$ cat src/rtl/jtcop_ba_sched.sv
// jtcop_ba_sched: four-bank SDRAM access scheduler for the CoP core.
// Picks one pending bank request at a time by round-robin and hands it to
// the single-command SDRAM core. It routes the core's strobes back to the
// granted bank only, and inserts periodic auto-refresh.
//
// Ports:
//   clk, rst_n                  clock, asynchronous active-low reset
//   ba0..ba3_addr [21:0]        per-bank word address
//   ba_rd [3:0], ba_wr          level requests (ba_wr is bank 0 only)
//   ba0_din [15:0], ba0_din_m   bank 0 write data / byte mask (1 = skip)
//   ba_ack/dst/dok/rdy [3:0]    per-bank strobes routed from the core
//   mem_req, mem_we, mem_ba, mem_addr, mem_din, mem_dqm, mem_ref
//                               command to the SDRAM core
//   mem_ack/dst/dok/rdy         SDRAM core handshake
//   busy                        scheduler is not idle
module jtcop_ba_sched #(
  parameter int unsigned REF_CYCLES = 384
) (
  input  logic        clk,
  input  logic        rst_n,
  input  logic [21:0] ba0_addr,
  input  logic [21:0] ba1_addr,
  input  logic [21:0] ba2_addr,
  input  logic [21:0] ba3_addr,
  input  logic [3:0]  ba_rd,
  input  logic        ba_wr,
  input  logic [15:0] ba0_din,
  input  logic [1:0]  ba0_din_m,
  output logic [3:0]  ba_ack,
  output logic [3:0]  ba_dst,
  output logic [3:0]  ba_dok,
  output logic [3:0]  ba_rdy,
  output logic        mem_req,
  output logic        mem_we,
  output logic [1:0]  mem_ba,
  output logic [21:0] mem_addr,
  output logic [15:0] mem_din,
  output logic [1:0]  mem_dqm,
  output logic        mem_ref,
  input  logic        mem_ack,
  input  logic        mem_dst,
  input  logic        mem_dok,
  input  logic        mem_rdy,
  output logic        busy
);

  localparam int unsigned CW = $clog2(REF_CYCLES);
  localparam logic [CW-1:0] REF_LOAD = CW'(REF_CYCLES - 1);

  typedef enum logic [1:0] {S_IDLE, S_ISSUE, S_WAIT, S_REF} state_t;

  state_t         r_state;
  logic [1:0]     r_ptr;
  logic           r_isref;
  logic [CW-1:0]  r_refcnt;
  logic           r_refpend;
  logic           r_mem_req;
  logic           r_mem_ref;
  logic           r_mem_we;
  logic [1:0]     r_mem_ba;
  logic [21:0]    r_mem_addr;
  logic [15:0]    r_mem_din;
  logic [1:0]     r_mem_dqm;

  logic [3:0]     w_req;
  logic           w_found;
  logic [1:0]     w_gnt;
  logic [21:0]    w_addr;
  logic           w_wr0;
  logic           w_route;
  logic [3:0]     w_onehot;

  // Round-robin search: first pending bank at or after r_ptr (mod 4).
  always_comb begin
    w_req   = {ba_rd[3:1], ba_rd[0] | ba_wr};
    w_found = 1'b0;
    w_gnt   = r_ptr;
    for (int unsigned i = 0; i < 4; i++) begin
      if (!w_found && w_req[r_ptr + 2'(i)]) begin
        w_found = 1'b1;
        w_gnt   = r_ptr + 2'(i);
      end
    end
  end

  always_comb begin
    case (w_gnt)
      2'd0:    w_addr = ba0_addr;
      2'd1:    w_addr = ba1_addr;
      2'd2:    w_addr = ba2_addr;
      default: w_addr = ba3_addr;
    endcase
    w_wr0 = (w_gnt == 2'd0) && ba_wr;
  end

  always_ff @(posedge clk or negedge rst_n) begin
    if (!rst_n) begin
      r_state    <= S_IDLE;
      r_ptr      <= '0;
      r_isref    <= 1'b0;
      r_refcnt   <= REF_LOAD;
      r_refpend  <= 1'b0;
      r_mem_req  <= 1'b0;
      r_mem_ref  <= 1'b0;
      r_mem_we   <= 1'b0;
      r_mem_ba   <= '0;
      r_mem_addr <= '0;
      r_mem_din  <= '0;
      r_mem_dqm  <= '0;
    end else begin
      case (r_state)
        S_IDLE: begin
          if (r_refpend) begin
            r_state   <= S_ISSUE;
            r_mem_ref <= 1'b1;
            r_isref   <= 1'b1;
            r_refpend <= 1'b0;
          end else if (w_found) begin
            r_state    <= S_ISSUE;
            r_mem_req  <= 1'b1;
            r_isref    <= 1'b0;
            r_ptr      <= w_gnt + 2'd1;
            r_mem_ba   <= w_gnt;
            r_mem_addr <= w_addr;
            r_mem_we   <= w_wr0;
            r_mem_din  <= w_wr0 ? ba0_din   : '0;
            r_mem_dqm  <= w_wr0 ? ba0_din_m : '0;
          end
        end
        S_ISSUE: begin
          if (mem_ack) begin
            r_mem_req <= 1'b0;
            r_mem_ref <= 1'b0;
            if (mem_rdy)      r_state <= S_IDLE;
            else if (r_isref) r_state <= S_REF;
            else              r_state <= S_WAIT;
          end
        end
        default: begin
          if (mem_rdy) r_state <= S_IDLE;
        end
      endcase
      // Placed after the FSM so an expiry on the same edge a refresh is
      // taken re-arms ref_pending instead of being swallowed by the clear.
      if (r_refcnt == '0) begin
        r_refcnt  <= REF_LOAD;
        r_refpend <= 1'b1;
      end else begin
        r_refcnt <= r_refcnt - 1'b1;
      end
    end
  end

  // Strobes are gated by state, so an asynchronous reset kills them at once.
  always_comb begin
    w_route  = ((r_state == S_ISSUE) || (r_state == S_WAIT)) && !r_isref;
    w_onehot = 4'b0001 << r_mem_ba;
    ba_ack   = (r_state == S_ISSUE && !r_isref && mem_ack) ? w_onehot : '0;
    ba_dst   = (w_route && mem_dst) ? w_onehot : '0;
    ba_dok   = (w_route && mem_dok) ? w_onehot : '0;
    ba_rdy   = (w_route && mem_rdy) ? w_onehot : '0;
  end

  assign mem_req  = r_mem_req;
  assign mem_ref  = r_mem_ref;
  assign mem_we   = r_mem_we;
  assign mem_ba   = r_mem_ba;
  assign mem_addr = r_mem_addr;
  assign mem_din  = r_mem_din;
  assign mem_dqm  = r_mem_dqm;
  assign busy     = (r_state != S_IDLE);

endmodule

$ cat config.mk
export PLATFORM = sky130hd
export DESIGN_NAME = jtcop_ba_sched
export DESIGN_NICKNAME = d
export VERILOG_FILES = /design/src/rtl/jtcop_ba_sched.sv
export SDC_FILE = /design/constraint.sdc
export NUM_CORES = 1
export LEC_CHECK = 0
export CORE_MARGIN = 2
export CORE_UTILIZATION = 43
export CTS_BUF_LIST = sky130_fd_sc_hd__clkbuf_8
export CTS_CLUSTER_SIZE = 20
export DETAILED_ROUTE_END_ITERATION = 6
export GPL_TIMING_DRIVEN = 0
export PLACE_DENSITY = 0.86
export SYNTH_ARGS = -nofsm -noshare
export SYNTH_HDL_FRONTEND = slang
export SYNTH_SLANG_ARGS = --single-unit
$ cat constraint.sdc
create_clock -name clk -period 3.7 [get_ports clk]
set_clock_uncertainty 0.2 [all_clocks]
set_input_delay 0.37 -clock clk [delete_from_list [all_inputs] [get_ports clk]]
set_output_delay 0.37 -clock clk [all_outputs]
set_load 0.05 [all_outputs]
==> results of run 1 <==
area by class of cell:
cell class,count,area share
buffer,23,0.0209
clock buffer,11,0.0284
clock inverter,5,0.0200
inverter,12,0.00845
multi-input combinational,262,0.276
sequential,60,0.284
tap,99,0.0233
timing repair buffer,180,0.339
worst reg2reg max path, stage by stage (launching register included):
cell and delay (ns):
dfrtp_1 0.47, nand2b_1 0.16, a221oi_2 0.07, a211oi_2 0.39, inv_1 0.12, ha_1 0.28
clkbuf_1 0.28, a222oi_1 0.44, nor2_1 0.08, a21oi_1 0.15, o21ai_0 0.10
worst paths after layout:
path,startpoint,endpoint
worst max-delay path,ba_wr,mem_addr[18]
worst min-delay path,r_refcnt[0],r_refcnt[0]
worst max register to register,r_ptr[1],mem_addr[18]
worst min register to register,r_refcnt[0],r_refcnt[0]
max in group asynchronous,rst_n,r_refcnt[6]
min in group asynchronous,rst_n,mem_din[0]
cells in the final DEF (no fill, tap or decap), drive strengths merged, types with 3 or more instances in the layout:
cell type	count
nand2b	5
inv	13
ha	7
a222oi	22
a21oi	26
mux2	4
dfrtp	52
o21ai	48
xnor2	3
dfstp	8
clkbuf	22
nor3	8
nor2	41
clkdlybuf4s50	177
nand2	73
bufinv	3
mux2i	3
buf	14
nor2b	5
power by group:
part	internal (mW)	total (mW)	switching, mW
Sequential	0.891	1.05	0.156
Combinational	0.973	2.81	1.84
Clock	0.487	0.760	0.273
Total	2.35	4.62	2.27
cell families (layout without fill, tap and decap cells):
logic type | after synthesis | after routing | share of synthesized area
AND/OR/NAND/NOR | 138 | 138 | 0.189
AO/OA/AOI/OAI | 106 | 106 | 0.217
flip-flops | 60 | 60 | 0.481
buffers and inverters | 35 | 231 | 0.0498
adder cells (fa/ha/maj) | 7 | 7 | 0.0279
multiplexers | 7 | 7 | 0.0239
XOR/XNOR | 4 | 4 | 0.0112
per-stage QoR:
stage | cells | total power [mW] | hold WS, ns
after floorplan | 357 | 2.88 | -0.126
after global placement | 634 | 3.79 | 0.247
after detailed placement | 635 | 3.86 | 0.236
after CTS | 652 | 4.63 | 0.266
after global routing | 652 | 4.89 | 0.279
final | 652 | 4.62 | 0.269
sequential cells by signal, indices dropped and copies added (netlist names):
name       count
r_refcnt       9
mem_din       16
r_ptr          2
mem_dqm        2
mem_req        1
mem_addr      22
mem_ba         2
r_refpend      1
mem_ref        1
r_state        2
r_isref        1
mem_we         1
what timing repair did:
item | in CTS | in global routing
hold buffers | 1 | 0
gates resized for setup | 0 | 0
hold endpoints to repair | 23 | 0
layer usage:
layer,part of all wire,GRT usage,up-vias
met4,0.028,0.110,0
met3,0.089,0.0822,27
met5,0,0,-
met1,0.39,0.300,1639
li1,-,-,1643
met2,0.50,0.459,161
==> flow_summary_export.csv, run 1 <==
group,metric,value,unit
yosys,synth_top_cells_by_count,"73 x nand2_1, 52 x dfrtp_1, 48 x o21ai_0",
clock_network,htreeDepth,3,
placement,gp_congestion,0.915,
placement,pre_cts_ws,0.362,ns
critical_path,slowest_stage,"clkdlybuf4s50_1",
critical_path,r2r_setup_slack,0.86,ns
detailed_routing,drt_wl_total,10.2,mm
yosys,synth_cell_type_count,36,
worst_hold_path,hp-class,"register to register",
clock_network,cts_tree,"built",
placement,hpwlAfterDp,8.00,mm
critical_path,worstRegToRegCells,10,
yosys,synth_area_per_cell,8.79,um^2
floorplanning,die_x,89.4,um
sta,final_hold_viol_count,0,
yosys,syn-cell-area,3140,um^2
job,drv.max_cap_violation_count,0,
global_routing,grt_pass1_vias,3434,
detailed_routing,drtAntennaViolNets,0,
yosys,synth_seq_cells,60,
floorplanning,core,7180,um^2
global_routing,grt-ovfl-total,0,
sta,setup_tns,0,ns
sta,fin_crit_sh,0.829,
finish,multi_input_area,1470,um^2
sta,timing.final.ws_setup,0.632,ns
critical_path,crit_cells,11,
sta,tightest_slew,0.658,ns
floorplanning,die_h,89.4,um
finish,regArea,1510,um^2
detailed_routing,vias,3470,
detailed_routing,drtPass1Iterations,6,
detailed_routing,wl_per_cell,15.7,um
placement,dpl_cell_area,5060,um^2
yosys,synth-async-reset-ratio,1.00,
critical_path,crit_type,"primary input to register",
yosys,yosysWarnings,0,
yosys,synth_enable_flop_cells,0,
critical_path,path_cells,"clkdlybuf4s50_1 > nor2_1 > o2bb2ai_1 > a211oi_2 > inv_1 > ha_1 > clkbuf_1 > a222oi_1 > nor2_1 > a21oi_1 > o21ai_0",
yosys,ys_seq_area_frac,0.481,
global_routing,grt_pass1_wl,16.0,mm
floorplanning,initial_utilization,0.437,
run_status,outcome,"complete, no violations",
yosys,synth-main-ff-cell,"dfrtp_1",
clock_network,cts_buffers,9,
floorplanning,ioPinCount,179,
finish,diodes,0,
worst_hold_path,holdPathStages,1,
yosys,syn_nets,481,
yosys,synthTopCellsByArea,"dfrtp_1 41%, nand2_1 8.7%, o21ai_0 7.7%",
critical_path,endpoint_kind,"register",
global_routing,grt_start_max_net_pins,33,
floorplanning,die_area,8000,um^2
critical_path,critPathLaunchType,"primary input",
clock_network,cts_root_buf,"clkbuf_8",
pwr,irDropWorstVdd,0.510,mV
finish,design_area,5330,um^2
critical_path,critPathMaxFanout,10,
yosys,yosysTopAreaCell,"dfrtp_1",
sta,fin_crit,3.07,ns
clock_network,clk-insertion-delay-late,0.34,ns
global_routing,antenna_found_initial,0,
pwr,power_density,867,nW/um^2
pwr,p_leak,2.22,nW
critical_path,crit_family,"compound AO/OA/AOI/OAI gates",
detailed_routing,drc,0,
clock_network,clockBufferDepth,2,
sta,rsz0062_at_grt,"false",
finish,post-route-util,0.742,
yosys,synth_cells,357,
detailed_routing,drt_iter0_markers,218,
sta,maxSlewHeadroom,0.561,
clock_network,postCtsSetupBuffers,0,
critical_path,arrival,3.09,ns
yosys,yosysMostFrequentCell,"nand2_1",
sta,slew_violations,0,
finish,nets,672,
critical_path,worst_path_most_repeated_cell,"nor2_1",
finish,drive_gt1_frac,0.0778,
floorplanning,rows,31,
placement,portBuffers,178,
critical_path,cp.buffers_inverters,3,
finish,syn2layout_area_growth,69.7,%
finish,nFillCells,534,
critical_path,cpPeakStageDelay,0.48,ns
detailed_routing,viasPerCell,5.32,
yosys,synth_top_area_share,0.415,
clock_network,clkTransAtPathRegs,0.07,ns
clock_network,clock_sinks,60,
sta,fmax,0.326,GHz
sta,setup_viol,0,
global_routing,track_usage,0.264,
critical_path,worstPathRequired,3.72,ns
No activity file was read; power rests on OpenSTA's default activity.
==> run 2, diff against run 1 <==
- CORE_UTILIZATION: 43 -> 40
- PLACE_DENSITY: 0.86 -> 0.81
- clock period: 3.7 -> 2.9 ns (I/O delays scaled with it)
==> run 2 against run 1 <==
- the run now ends with design-rule violations left
- via count decreased by 1.7%
- critical path depth shrank 5
- flip-flop and latch count unchanged
- worst hold slack worse by 0.0091 ns
- clock-buffer cell count grew 2
- register-to-register slack worse by 0.64 ns
- die area is 7.2% higher
- design area is 0.99% higher
- power is 25% higher
- cell count is 1.1% higher
- critical path type is now register to output port
==> flow_summary_export.csv, run 2 (same netlist as run 1, synthesis figures left out) <==
group,metric,value,unit
run_status,outcome,"finished with violations",
run_status,violations,"design-rule violations",
job,drv.max_cap_violation_count,0,
clock_network,clockBufferDepth,2,
pwr,seqPwrFrac,0.233,
critical_path,r2r-end,"mem_addr[16]",
clock_network,cts_root_buf,"clkbuf_8",
sta,tightest_slew,0.737,ns
pwr,p_clk_frac,0.141,
detailed_routing,wl_met1,3.99,mm
pwr,intPower,2.91,mW
finish,design_area,5380,um^2
finish,layout_common_cells,"164 x clkdlybuf4s50_1, 73 x nand2_1, 52 x dfrtp_1",
finish,diodes,0,
pwr,swShare,0.497,
sta,setup_viol,0,
clock_network,htreeDepth,3,
worst_hold_path,holdPathStages,1,
critical_path,r2r_setup_slack,0.22,ns
critical_path,cpPeakStageDelay,0.81,ns
pwr,power_density,1070,nW/um^2
sta,final_hold_viol_count,0,
detailed_routing,wl_per_cell,15.4,um
critical_path,crit_type,"register to output port",
finish,final_common_cell,"clkdlybuf4s50_1",
floorplanning,core,7650,um^2
finish,regArea,1510,um^2
finish,post-route-util,0.704,
global_routing,track_usage,0.238,
sta,maxSlewHeadroom,0.508,
placement,dp_cells,638,
detailed_routing,drt_wl_total,10.2,mm
finish,drive_gt1_frac,0.0987,
finish,nFillCells,579,
detailed_routing,top_layer_used,"met4",
critical_path,endpoint_kind,"output port",
global_routing,antenna_found_initial,0,
detailed_routing,vias,3412,
clock_network,cts_tree,"built",
critical_path,crit_family,"buffers and inverters",
critical_path,rr_startpoint,"r_ptr[1]",
clock_network,clk-insertion-delay-late,0.33,ns
finish,nets,676,
critical_path,worstPathRequired,2.41,ns
detailed_routing,drtAntennaViolNets,0,
worst_hold_path,hp-class,"register to register",
floorplanning,die_h,92.6,um
sta,fin_crit_sh,0.962,
critical_path,critPathLaunchType,"register",
floorplanning,rows,32,
sta,fin_crit,2.79,ns
detailed_routing,drtPass1Iterations,7,
placement,gp_congestion,0.816,
global_routing,grt_pass1_vias,3344,
placement,dpl_cell_area,5060,um^2
pwr,power_switching,2.87,mW
floorplanning,initial_utilization,0.411,
critical_path,cp.buffers_inverters,2,
finish,multi_input_area,1490,um^2
pwr,irDropWorstVdd,0.494,mV
finish,finalNonFillerCells,659,
sta,fmax,0.359,GHz
worst_hold_path,hold_start,"r_refcnt[0]",
finish,largest_reg_flops,22,
detailed_routing,viasPerCell,5.18,
clock_network,clkTransAtPathRegs,0.07,ns
floorplanning,die_x,92.6,um
detailed_routing,drc,1,
global_routing,grt-ovfl-total,0,
clock_network,cts_buffers,9,
sta,whs,0.260,ns
finish,syn2layout_area_growth,71.4,%
critical_path,critPathMaxFanout,4,
placement,hpwlAfterDp,7.98,mm
worst_hold_path,hold_end,"r_refcnt[0]",
floorplanning,ioPinCount,179,
detailed_routing,wl_met3,890,um
critical_path,arrival,2.30,ns
detailed_routing,drt_iter0_markers,162,
clock_network,clock_sinks,60,
global_routing,grt_start_max_net_pins,33,
critical_path,path_cells,"inv_1 > ha_1 > nor2b_1 > nand2_1 > nor2_1 > clkdlybuf4s50_1",
pwr,fin_total_pwr,5.78,mW
critical_path,slowest_stage,"clkdlybuf4s50_1",
sta,slew_violations,0,
detailed_routing,met2_length,5.10,mm
floorplanning,die_area,8570,um^2
critical_path,worstRegToRegCells,10,
placement,portBuffers,178,
global_routing,grt_pass1_wl,15.8,mm
pwr,power_frac_comb,0.626,
pwr,p_leak,2.46,nW
[run 2: routing by layer]
metal  up-vias  global-route usage
met4         0              0.0833
met5         -                   0
li1       1645                   -
met1      1601               0.282
met3        14              0.0757
met2       152               0.406
[run 2: cell type report]
type	count	area share
plain buffers	23	0.0221
clock buffers	13	0.0333
clock inverters	3	0.00791
inverters	12	0.00837
multi-input cells	262	0.277
flip-flops and latches	60	0.281
well taps	102	0.0237
repair buffers	184	0.347
[run 2: power groups by stage]
stage	sequential, mW	combinational [mW]	clock (mW)
global route	1.38	3.90	0.862
detailed placement	1.36	3.57	0
floorplan	2.25	1.42	0
global placement	1.34	3.51	0
finish	1.35	3.62	0.813
CTS	1.35	3.58	0.823
[run 2: worst max path at each step]
stage / start / endpoint / depth (start not counted)
final: r_state[0] / ba_dst[3] / 6
after floorplan: r_state[1] / ba_ack[0] / 5
after CTS: r_state[0] / ba_dok[0] / 6
after global placement: rst_n / mem_addr[13] / 1
after global routing: ba_wr / mem_addr[16] / 11
after detailed placement: ba_wr / mem_addr[16] / 11
[run 2: through the flow]
stage	TNS (ns)	setup slack [ns]
4_1_cts	0	0.00611
6_report	0	0.112
3_5_place_dp	-8.14	-0.383
3_3_place_gp	-28.32	-0.449
5_1_grt	-0.161	-0.0393
2_1_floorplan	0	0.409
[run 2: timing repair]
item                                   in CTS  in global routing
hold buffers                                1                  0
endpoints found under the hold margin      28                  0
cloned                                      0                  0
gates resized for setup                     1                 26
pin swaps                                   1                  6
setup endpoints to repair                   3                 34
buffers inserted                            0                  4
==> RTL change 1, RTL diff (config.mk and constraints of run 2) <==
Set the parameter `REF_CYCLES` to 1536 (it was 384).
--- a/src/rtl/jtcop_ba_sched.sv
+++ b/src/rtl/jtcop_ba_sched.sv
@@ -16,3 +16,3 @@
 module jtcop_ba_sched #(
-  parameter int unsigned REF_CYCLES = 384
+  parameter int unsigned REF_CYCLES = 1536
 ) (
Formal check against the unedited RTL: same outputs for any inputs over 10 cycles, from zero or initial values and one cycle with rst_n low; that may be too few to reach the edited logic, so the function may still have changed.
==> RTL change 1 against run 2 <==
Clock power fell by 12%; worst setup slack better by 0.024 ns; sequential cell count rose by 2; fmax grew 0.86%; sequential power about the same; non-clock buffer count fell by 4; first-iteration DRC count rose by 32%; global-route usage hardly changed; routed wire length grew 2.1%; die area increased by 3.5%; area after synthesis up 3.6%; total power is essentially flat; cell area rose by 0.47%.
==> RTL change 1: results (changes against run 2) <==
Signal inverters 14 (+2); CP arrival 2.27 ns (-0.03 ns); Seq/Total Area, Yosys 48.1% (-0.070 points); multi-input gates 269 (+2.7%); Sink Count 62 (+3.3%); Worst VDD drop 0.443 mV (-10%); buffers outside the clock class 203 (-1.9%); top post-synthesis cells by area dfrtp_1 (40%), nand2_1 (8.5%), dfstp_2 (8.1%); Non-clock buffer share 36.1% (-0.75 points); fraction of layout instances using a drive strength above 1 8.51% (-1.4 points); sequential cell area share 28.9% (+0.84 points); vias in the first global route 3550 (+6.2%); Global Route Usage Sum 23.7% (-0.040 points); Root Buffer clkbuf_8; CP Max Fanout 4 (unchanged); Starting DRT DRC Count 214 (+32%); multi-input gate share of the layout cell area 28.2% (+0.50 points); ClkCell Share 3.40% (-0.71 points); WL per Instance 15.6 um (+1.1%); Synth Warn # 0 (unchanged); Detail Placement HPWL 8130 um (+1.9%); P_leak 2.37 nW (-3.6%); Hold Crit Class primary input to async pin; Post-Syn Nets 493 (+2.5%); Placer Congestion 0.842 (+3.2%); top cells by count, synth nand2_1 (74), dfrtp_1 (52), o21ai_0 (41); largest net degree at the start of global routing 43 (+30%); Nets 683 (+1.0%); outcome finished, final reports clean; CP max stage delay 0.84 ns (+0.03 ns); global-route wire length before repair 16400 um (+3.4%); Largest register FFs 22 (unchanged); Via density 5.28 (+2.0%); Unique masters post-synth 44 (+22%); Slew Limit Headroom 63.8% (+13 points)
[RTL change 1: changes by cell type in the layout (fill, tap and decap cells not counted), moves of 4 or more]
cell                    run 2  this run
o21ai_0                    48        40
buf_4                       7         0
nor4_1                      0         4
inv_1                      12        16
clkdlybuf4s50_1           164       168
and3_1                      0         6
clkbuf_8                   13         9
dlymetal6s2s_1             12         8
buf_2                       7         3
o21ai_1                     0        10
nor2_1                     40        32
[RTL change 1: worst max-delay path, delay by kind of cell, from the launching register on]
family / cells / cell delay, ns
adder cells (fa/ha/maj): 1 / 0.33
buffers and inverters: 2 / 0.90
flip-flops: 1 / 0.36
AND/OR/NAND/NOR: 2 / 0.34
[RTL change 1: cells by family (layout without fill, tap and decap cells)]
family	count (synthesis)	in the layout	synth area share [%]
AO/OA/AOI/OAI	112	112	22.1
XOR/XNOR	6	6	1.62
adder cells (fa/ha/maj)	7	7	2.69
buffers and inverters	38	233	5.50
flip-flops	62	62	48.1
multiplexers	4	4	1.31
AND/OR/NAND/NOR	140	140	18.7
[RTL change 1: routing by layer]
layer / vias to the layer above / GRT usage, % / routed length [um]
met4: 0 / 10.9 / 242
met3: 21 / 4.57 / 708
li1: 1698 / - / -
met5: - / 0 / 0
met2: 153 / 41.1 / 5370
met1: 1644 / 28.4 / 4060
[RTL change 1: where the power goes]
part           total [mW]  switching, mW  leakage (nW)  internal (mW)
Sequential           1.35          0.181         0.779           1.17
Combinational        3.71           2.42          1.49           1.30
Clock               0.717          0.330         0.101          0.386
[RTL change 1: stage by stage]
step	util [%]	setup slack, ns	cells	instance area (um2)	setup TNS [ns]
5_1_grt	69.2	0.0308	666	5410	0
6_report	69.2	0.135	666	5410	0
3_3_place_gp	66.2	-0.595	649	5170	-39.83
2_1_floorplan	-	0.0277	369	3260	0
4_1_cts	68.8	0.0145	666	5370	0
3_5_place_dp	66.4	-0.555	650	5180	-13.31
[RTL change 1: what timing repair did]
| action | CTS | global route |
|---|---|---|
| endpoints found under the setup margin | 14 | 39 |
| hold buffers | 1 | 0 |
| resized for setup | 3 | 16 |
| endpoints found under the hold margin | 20 | 0 |
[RTL change 1: path summary, 6_finish.rpt]
path | endpoint | depth (start not counted) | slack, ns | startpoint
min reg2reg | mem_din[7]$_DFFE_PN0P_ | 2 | 0.28 | mem_din[7]$_DFFE_PN0P_
max reg2reg | mem_addr[3]$_DFFE_PN0P_ | 10 | 0.34 | r_ptr[1]$_DFFE_PN0P_
max in group asynchronous | r_refcnt[1]$_DFF_PN1_ | 3 | 1.58 | rst_n
min in group clk | mem_din[7]$_DFFE_PN0P_ | 2 | 0.28 | mem_din[7]$_DFFE_PN0P_
max | ba_rdy[3] | 5 | 0.14 | r_state[0]$_DFFE_PN0P_
min | r_state[1]$_DFFE_PN0P_ | 2 | 0.26 | rst_n
==> RTL change 2, RTL diff (flow settings as in run 2) <==
Made on the original files. Re-encode `state_t` (4 states) as one-hot, 4 bits wide.
--- a/src/rtl/jtcop_ba_sched.sv
+++ b/src/rtl/jtcop_ba_sched.sv
@@ -49,3 +49,3 @@
 
-  typedef enum logic [1:0] {S_IDLE, S_ISSUE, S_WAIT, S_REF} state_t;
+  typedef enum logic [3:0] {S_IDLE = 4'b0001, S_ISSUE = 4'b0010, S_WAIT = 4'b0100, S_REF = 4'b1000} state_t;
 
Behaviour: no difference found for any inputs over 4 cycles, from zero or initial values and one cycle with rst_n low; so few cycles prove little.
==> RTL change 2 against run 2 <==
Worst setup slack got worse by 0.067 ns; global-route usage decreased by 1.0 points; non-clock buffer count decreased by 3; cell area decreased by 1.3%; critical path depth increased by 4; total power decreased by 0.44%; count of clock-buffer cells in the layout decreased by 4; area after synthesis increased by 0.36%; sequential cell count increased by 2; hold slack improved by 0.011 ns; fmax decreased by 2.3%; routed wire length decreased by 1.7%; critical endpoint is now mem_addr[21]$_DFFE_PN0P_; largest power group unchanged.
==> RTL change 2: results (changes against run 2) <==
P_leak 2.32 nW (-5.8%); post-synthesis compound-gate area fraction 21.6% (-0.12 points); Worst Setup EP mem_addr[21]$_DFFE_PN0P_; Seq/Total Area, Yosys 49.6% (+1.5 points); WL met1 4070 um (+1.9%); placed insts 636 (-0.31%); multi-input gates 258 (-1.5%); Internal Power 2.87 mW (-1.3%); Via density 5.18 (about the same); outcome finished, final reports clean; fraction of layout instances using a drive strength above 1 9.98% (+0.11 points); vias in the first global route 3312 (-0.96%); Nets 668 (-1.2%); Non-clock buffer share 36.4% (-0.50 points); Detail Placement HPWL 7730 um (-3.1%); GR met2 Demand/Resource 39.1% (-1.6 points); r2r setup slk 0.17 ns (-0.05 ns); CTS resizes 17 (+16); CP Max Fanout 10 (+6); top post-synthesis cells by area dfrtp_1 (42%), nand2_1 (8.9%), dfstp_2 (7.5%); FFs & Latches 62 (+3.3%); CP arrival 2.85 ns (+0.55 ns); Placer Congestion 0.744 (-8.8%); Adder-Cell Fraction of Synth Area 1.99% (-0.80 points); sequential cell area share 29.4% (+1.3 points); Starting DRT DRC Count 173 (+6.8%); ClkCell Share 3.56% (-0.56 points); post-synthesis xor/xnor area fraction 1.67% (+0.55 points); pre-CTS WS -0.536 ns (-0.153 ns); TritonCTS Buffers 9 (unchanged); WL per Instance 15.3 um (-0.76%); Signal inverters 11 (-1); buffers outside the clock class 204 (-1.4%); M1 GR Usage 28.1% (-0.091 points); mux cell area share after synthesis 1.43% (-0.96 points); # fillers 628 (+8.5%); Top delay family on crit path compound AO/OA/AOI/OAI gates; Post-Syn Nets 477 (-0.83%); metal3 WL 708 um (-20%); CP max stage delay 0.49 ns (-0.32 ns); multi-input logic area 1460 um2 (-2.2%); global-route wire length before repair 15500 um (-2.0%); Tcrit/Tclk final 98.5% (+2.3 points); met3 Resource Use GR 4.64% (-2.9 points); top cells by count, synth nand2_1 (75), dfrtp_1 (53), nor2_1 (41); worst setup path startpoint ba_wr; Unique masters post-synth 39 (+8.3%); Detailed Routing Iterations Pass 1 5 (-2); worst r2r src r_ptr[0]$_DFFE_PN0P_; Global Route Usage Sum 22.7% (-1.0 points); Slew Limit Headroom 53.9% (+3.0 points); WHS 0.271 ns (+0.0112 ns); Mapped Cells 355 (-0.56%)
## RTL change 2: cell types whose count changed after synthesis, moves of 4 or more
cell      change
buf_2         -4
o21ai_0      -20
nor2b_1       -5
o21ai_1      +17
clkbuf_1      +8
## RTL change 2: power by group through the flow
stage / logic (mW) / registers [mW] / clock network [mW]
3_5_place_dp: 3.57 / 1.44 / 0
2_1_floorplan: 1.37 / 2.40 / 0
3_3_place_gp: 3.52 / 1.42 / 0
4_1_cts: 3.56 / 1.43 / 0.746
5_1_grt: 3.85 / 1.47 / 0.786
6_report: 3.59 / 1.43 / 0.734
## RTL change 2: metrics by stage
step                      instance area (um2)  utilization, %
after floorplan                          3150               -
after global placement                   5060            65.8
after detailed placement                 5070            66.0
after CTS                                5260            68.4
after global routing                     5310            69.1
final                                    5310            69.1
